$ cat src/rtl/rv32i_hazard_ctrl.sv
// RV32I decode-stage hazard controller: RAW stall or forwarding select, branch flush, perf counters.
// stall_o is combinational; EX-side outputs are registered one cycle after decode.
module rv32i_hazard_ctrl #(
    parameter int DEPTH        = 3,
    parameter int FORWARD_EN   = 0,
    parameter int FLUSH_CYCLES = 1,
    parameter int CNT_W        = 16
) (
    input  logic                       clk_i,
    input  logic                       reset_i,
    input  logic [31:0]                instruction_i,
    input  logic                       redirect_i,
    output logic                       stall_o,
    output logic                       bubble_o,
    output logic [31:0]                inst_exec_o,
    output logic [$clog2(DEPTH+1)-1:0] fwd_rs1_sel_o,
    output logic [$clog2(DEPTH+1)-1:0] fwd_rs2_sel_o,
    output logic [CNT_W-1:0]           stall_cnt_o,
    output logic [CNT_W-1:0]           flush_cnt_o
);
    localparam int          SW  = $clog2(DEPTH + 1);
    localparam logic [31:0] NOP = 32'h0000_0013;

    localparam logic [6:0] OP_R     = 7'b0110011;
    localparam logic [6:0] OP_B     = 7'b1100011;
    localparam logic [6:0] OP_S     = 7'b0100011;
    localparam logic [6:0] OP_IMM   = 7'b0010011;
    localparam logic [6:0] OP_LOAD  = 7'b0000011;
    localparam logic [6:0] OP_JALR  = 7'b1100111;
    localparam logic [6:0] OP_JAL   = 7'b1101111;
    localparam logic [6:0] OP_LUI   = 7'b0110111;
    localparam logic [6:0] OP_AUIPC = 7'b0010111;

    typedef struct packed {
        logic       vld;
        logic [4:0] rd;
        logic       ld;
    } sb_t;

    sb_t             sb_q [1:DEPTH];
    sb_t             sb_d [1:DEPTH];
    logic [31:0]     exec_q, exec_d;
    logic            bubble_q, bubble_d;
    logic [SW-1:0]   fwd1_q, fwd1_d, fwd2_q, fwd2_d;
    logic [CNT_W-1:0] stall_cnt_q, stall_cnt_d, flush_cnt_q, flush_cnt_d;
    logic [1:0]      flush_q, flush_d;

    logic [4:0]      rs1, rs2, rd;
    logic            use1, use2, wr, is_ld;
    logic            m1, m2;
    logic [SW-1:0]   sel1, sel2;
    logic            hazard, squash, insert;

    assign rs1 = instruction_i[19:15];
    assign rs2 = instruction_i[24:20];
    assign rd  = instruction_i[11:7];

    always_comb begin
        use1  = 1'b0;
        use2  = 1'b0;
        wr    = 1'b0;
        is_ld = 1'b0;
        case (instruction_i[6:0])
            OP_R:                   begin use1 = 1'b1; use2 = 1'b1; wr = 1'b1; end
            OP_B, OP_S:             begin use1 = 1'b1; use2 = 1'b1; end
            OP_IMM, OP_JALR:        begin use1 = 1'b1; wr = 1'b1; end
            OP_LOAD:                begin use1 = 1'b1; wr = 1'b1; is_ld = 1'b1; end
            OP_JAL, OP_LUI, OP_AUIPC: wr = 1'b1;
            default:                ;
        endcase
    end

    // Scan oldest to youngest so the youngest producer overwrites the select.
    always_comb begin
        m1   = 1'b0;
        m2   = 1'b0;
        sel1 = '0;
        sel2 = '0;
        for (int j = DEPTH; j >= 1; j--) begin
            if (sb_q[j].vld && sb_q[j].rd != 5'd0) begin
                if (use1 && sb_q[j].rd == rs1) begin
                    m1   = 1'b1;
                    sel1 = SW'(j);
                end
                if (use2 && sb_q[j].rd == rs2) begin
                    m2   = 1'b1;
                    sel2 = SW'(j);
                end
            end
        end
    end

    always_comb begin
        if (FORWARD_EN != 0)
            hazard = sb_q[1].ld && ((m1 && sel1 == SW'(1)) || (m2 && sel2 == SW'(1)));
        else
            hazard = m1 || m2;
    end

    assign squash  = redirect_i || (flush_q != 2'd0);
    assign stall_o = hazard && !squash;
    assign insert  = stall_o || squash;

    always_comb begin
        sb_d[1] = insert ? '0 : '{vld: wr && (rd != 5'd0), rd: rd, ld: is_ld};
        for (int k = 2; k <= DEPTH; k++)
            sb_d[k] = sb_q[k-1];
        exec_d   = insert ? NOP : instruction_i;
        bubble_d = insert;
        fwd1_d   = (FORWARD_EN != 0 && !insert) ? sel1 : '0;
        fwd2_d   = (FORWARD_EN != 0 && !insert) ? sel2 : '0;
        if (redirect_i)
            flush_d = 2'(FLUSH_CYCLES - 1);
        else if (flush_q != 2'd0)
            flush_d = flush_q - 2'd1;
        else
            flush_d = flush_q;
        stall_cnt_d = (stall_o && stall_cnt_q != '1) ? stall_cnt_q + CNT_W'(1) : stall_cnt_q;
        flush_cnt_d = (squash && flush_cnt_q != '1) ? flush_cnt_q + CNT_W'(1) : flush_cnt_q;
    end

    always_ff @(posedge clk_i or posedge reset_i) begin
        if (reset_i) begin
            for (int k = 1; k <= DEPTH; k++)
                sb_q[k] <= '0;
            exec_q      <= NOP;
            bubble_q    <= 1'b1;
            fwd1_q      <= '0;
            fwd2_q      <= '0;
            flush_q     <= 2'd0;
            stall_cnt_q <= '0;
            flush_cnt_q <= '0;
        end else begin
            for (int k = 1; k <= DEPTH; k++)
                sb_q[k] <= sb_d[k];
            exec_q      <= exec_d;
            bubble_q    <= bubble_d;
            fwd1_q      <= fwd1_d;
            fwd2_q      <= fwd2_d;
            flush_q     <= flush_d;
            stall_cnt_q <= stall_cnt_d;
            flush_cnt_q <= flush_cnt_d;
        end
    end

    assign inst_exec_o   = exec_q;
    assign bubble_o      = bubble_q;
    assign fwd_rs1_sel_o = fwd1_q;
    assign fwd_rs2_sel_o = fwd2_q;
    assign stall_cnt_o   = stall_cnt_q;
    assign flush_cnt_o   = flush_cnt_q;
endmodule

$ cat config.mk
export PLATFORM = sky130hd
export DESIGN_NAME = rv32i_hazard_ctrl
export DESIGN_NICKNAME = d
export VERILOG_FILES = /design/src/rtl/rv32i_hazard_ctrl.sv
export SDC_FILE = /design/constraint.sdc
export NUM_CORES = 1
export LEC_CHECK = 0
export ABC_CLOCK_PERIOD_IN_PS = 2900
export CAP_MARGIN = 15
export CORE_AREA = 2 2 94 87
export CTS_BUF_LIST = sky130_fd_sc_hd__clkbuf_4 sky130_fd_sc_hd__clkbuf_8 sky130_fd_sc_hd__clkbuf_16
export DETAILED_ROUTE_END_ITERATION = 10
export DIE_AREA = 0 0 96 89
export PLACE_DENSITY = 0.81
export SYNTH_ARGS = -nofsm -noshare
export SYNTH_HDL_FRONTEND = slang
export SYNTH_SLANG_ARGS = --single-unit
$ cat constraint.sdc
create_clock -name clk_i -period 2.9 [get_ports clk_i]
set_input_delay 0.29 -clock clk_i [delete_from_list [all_inputs] [get_ports clk_i]]
set_output_delay 0.29 -clock clk_i [all_outputs]
set_load 0.02 [all_outputs]
==> summary.txt <==
GPL Wtd Cong = 0.9071
Fill cells = 614
Placed Instance Area = 4628 sq um
I/O pin count = 105
Crit Path Max Fanout = 3
Yosys reg bits = 80
Routed Antenna Nets = 0
Synth Flop Type = dfrtp_1
Post-Route Skew = 0.008170 ns
Reg2reg path depth = 8
Post-CTS Setup Bufs = 0
Max-cap violation count = 0
Crit-path max cell delay = 0.53 ns
Adder-cell area share of the yosys netlist = 1.073%
Slew Viols, Final = 0
FF-to-FF Start = sb_q[2]
Critical path startpoint = sb_q[2]
Endpoints failing setup = 0
Syn_area_per_cell = 11.78 sq um
Clk slew on worst S/H paths = 0.08 ns
Die X = 96 microns
VDD IR max = 0.3840 mV
Status = complete, no violations
Clock tree root driver cell = clkbuf_8
Placement Rows = 30
Slew at the pin closest to its max-slew limit = 0.6971 ns
CP bufs+invs = 1
Rel. slew slack = 53.17%
Reg2reg end = sb_d[13]
GRT Util Overall = 19.39%
# clock sinks = 80
Synth warnings = 0
DRC viols = 0
Min cycle time layout = 2.680 ns
First-pass GRT wire length = 12.57 mm
H-tree levels = 3
Final Instance Area = 4837 sq um
Total grt overflow = 0
Height of the die = 89 microns
Crit path cell chain = or4_1 > o21ai_1 > nor4_1 > o31ai_2 > and2_1 > nor2_1 > dlygate4sd2_1
Commonest non-fill, non-tap cell in the layout = clkdlybuf4s50_1
Largest family of logic cells by synthesized area = simple AND/OR/NAND/NOR gates
Synth Area in Simple Gates = 19.28%
Post-Layout Cell Count = 508
Xor and xnor area share after synthesis = 15.27%
DR vias = 2536
Drt via density = 4.992
Setup CP Type = reg -> out
Register area share after synthesis = 57.37%
DP Wirelength = 5.626 mm
Mapped cell area = 3498 sq um
Drt initial violations = 76
Area delta synth->final = 38.27%
WP data required = 2.61 ns
Initial core utilization = 46.83%
Final Cycle Share = 92.40%
Largest net degree at the start of global routing = 47
Post-synth EDFFs = 0
Avg WL per Cell = 14.88 microns
TNS Setup = 0 ns
PD cells = 694.2 nW/um^2
R2R Setup Slk = 0.23 ns
Die area = 8544 sq um
Antenna fix cells = 0
Leak Pwr = 2.084 nW
Multiplexer share of the synthesized area = 0.6438%
Asr flop ratio synth = 100.0%
DP Cell Count = 492
Launching element type of the critical path = flip-flop
Initial antenna violation count = 0
Port buffer count = 100
DRT Wirelength = 7.559 mm
Layout cell share with drive strength beyond 1 = 9.466%
Clock Latency Late Sink = 0.34 ns
Yosys cell types = 34
Hold WS = 0.3302 ns
CP endpoint kind = output pin
Post-Syn Instances = 297
Vias in the first global route = 2541
Final hold viol count = 0
Max Clk Rate = 373.2 MHz
Slowest CP cell = or4_1
Final nets = 445
Compound-Gate Fraction of Synth Area = 3.004%
CTS max path bufs = 2
RSZ-0062 raised after global routing = no
Hold Crit Class = in -> async
Core ar. = 7470 sq um
Commonest cells after routing, fill and taps aside = clkdlybuf4s50_1, dfrtp_1, xnor2_1
Cts bufs inserted = 9
Family with the most delay on the worst path = simple AND/OR/NAND/NOR gates
Final Util = 64.76%
Critical Path AT = 2.39 ns
DR pass1 iterations = 4
CTS tree = built
[synth_stat cells, types with 2 or more instances]
| master | number | share of area [%] |
|---|---|---|
| buf_2 | 4 | 0.57 |
| o31ai_2 | 2 | 0.72 |
| buf_4 | 9 | 1.9 |
| dfstp_2 | 4 | 3.0 |
| nor4_1 | 6 | 1.1 |
| nor2b_1 | 2 | 0.36 |
| and3_1 | 7 | 1.3 |
| mux2_2 | 2 | 0.64 |
| a21oi_1 | 2 | 0.29 |
| xnor2_1 | 45 | 11 |
| and4_1 | 4 | 1.0 |
| nand3_1 | 13 | 1.9 |
| nand2_1 | 12 | 1.3 |
| or4_1 | 3 | 0.64 |
| ha_1 | 3 | 1.1 |
| nand2b_1 | 5 | 0.89 |
| xor2_1 | 16 | 4.0 |
| and2_1 | 32 | 5.7 |
| nor2_1 | 14 | 1.5 |
| dfrtp_1 | 76 | 54 |
| o21ai_1 | 2 | 0.29 |
| nand4_1 | 14 | 2.5 |
| inv_1 | 5 | 0.54 |
| nor3_1 | 5 | 0.72 |
[flip-flops by register name (all words and copies together) (netlist names)]
name         flops
inst_exec_o     32
flush_cnt_o     16
stall_cnt_o     16
sb_d             7
sb_q             6
flush_q          2
bubble_o         1
[report_power, final]
| part | leakage, nW | internal [mW] | total, mW | switching [mW] |
|---|---|---|---|---|
| clock | 0.106 | 0.456 | 0.845 | 0.389 |
| sequential | 1.06 | 1.32 | 1.49 | 0.168 |
| combinational | 0.922 | 0.512 | 1.02 | 0.512 |
| total | 2.08 | 2.29 | 3.36 | 1.07 |
[layer usage]
| layer | track usage, % | wire, microns | share of wire (%) |
|---|---|---|---|
| met4 | 6.234 | 106 | 1.4 |
| met2 | 30.49 | 3566 | 47 |
| met3 | 6.408 | 515 | 6.8 |
| met5 | 0 | 0 | 0 |
| met1 | 25.52 | 3370 | 45 |
[cells by family after synthesis]
logic type | after synthesis
adder cells (fa/ha/maj) | 3
flip-flops | 80
buffers and inverters | 20
XOR/XNOR | 61
AO/OA/AOI/OAI | 11
multiplexers | 2
other | 1
AND/OR/NAND/NOR | 119
[stage by stage]
stage	power, mW	worst slack (ns)
floorplan	2.069	0.5649
global placement	2.521	0.04256
detailed placement	2.541	0.07993
CTS	3.399	0.1751
global route	3.553	0.03072
finish	3.358	0.2203
[timing repair]
action,4_1_cts,5_1_grt
endpoints found under the hold margin,0,0
hold buffers,0,0
resized for setup,1,0
endpoints found under the setup margin,1,0
[worst max path at each step]
stage	end	cells past startpoint
6_report	stall_o	7
5_1_grt	sb_d[13]	8
4_1_cts	stall_o	7
3_5_place_dp	stall_o	8
3_3_place_gp	stall_o	8
2_1_floorplan	flush_cnt_o[0]	1
[worst register-to-register path, stage by stage (launching register included)]
cell and delay [ns]:
dfrtp_1 0.43, or4_1 0.53, o21ai_1 0.18, nor4_1 0.10, o31ai_2 0.27, buf_4 0.16, and3_2 0.50, inv_2 0.12
a2111oi_4 0.29
[layout make-up]
type                       count  area (sq um)  area share (%)
sequential                    80          2007           41.49
multi-input combinational    200          1389           28.71
timing repair buffer         110          1087           22.48
clock buffer                  12         158.9           3.285
tap                           96         120.1           2.483
clock inverter                 4         51.30           1.061
inverter                       6         23.77          0.4915
No activity file was read; power rests on OpenSTA's default activity.
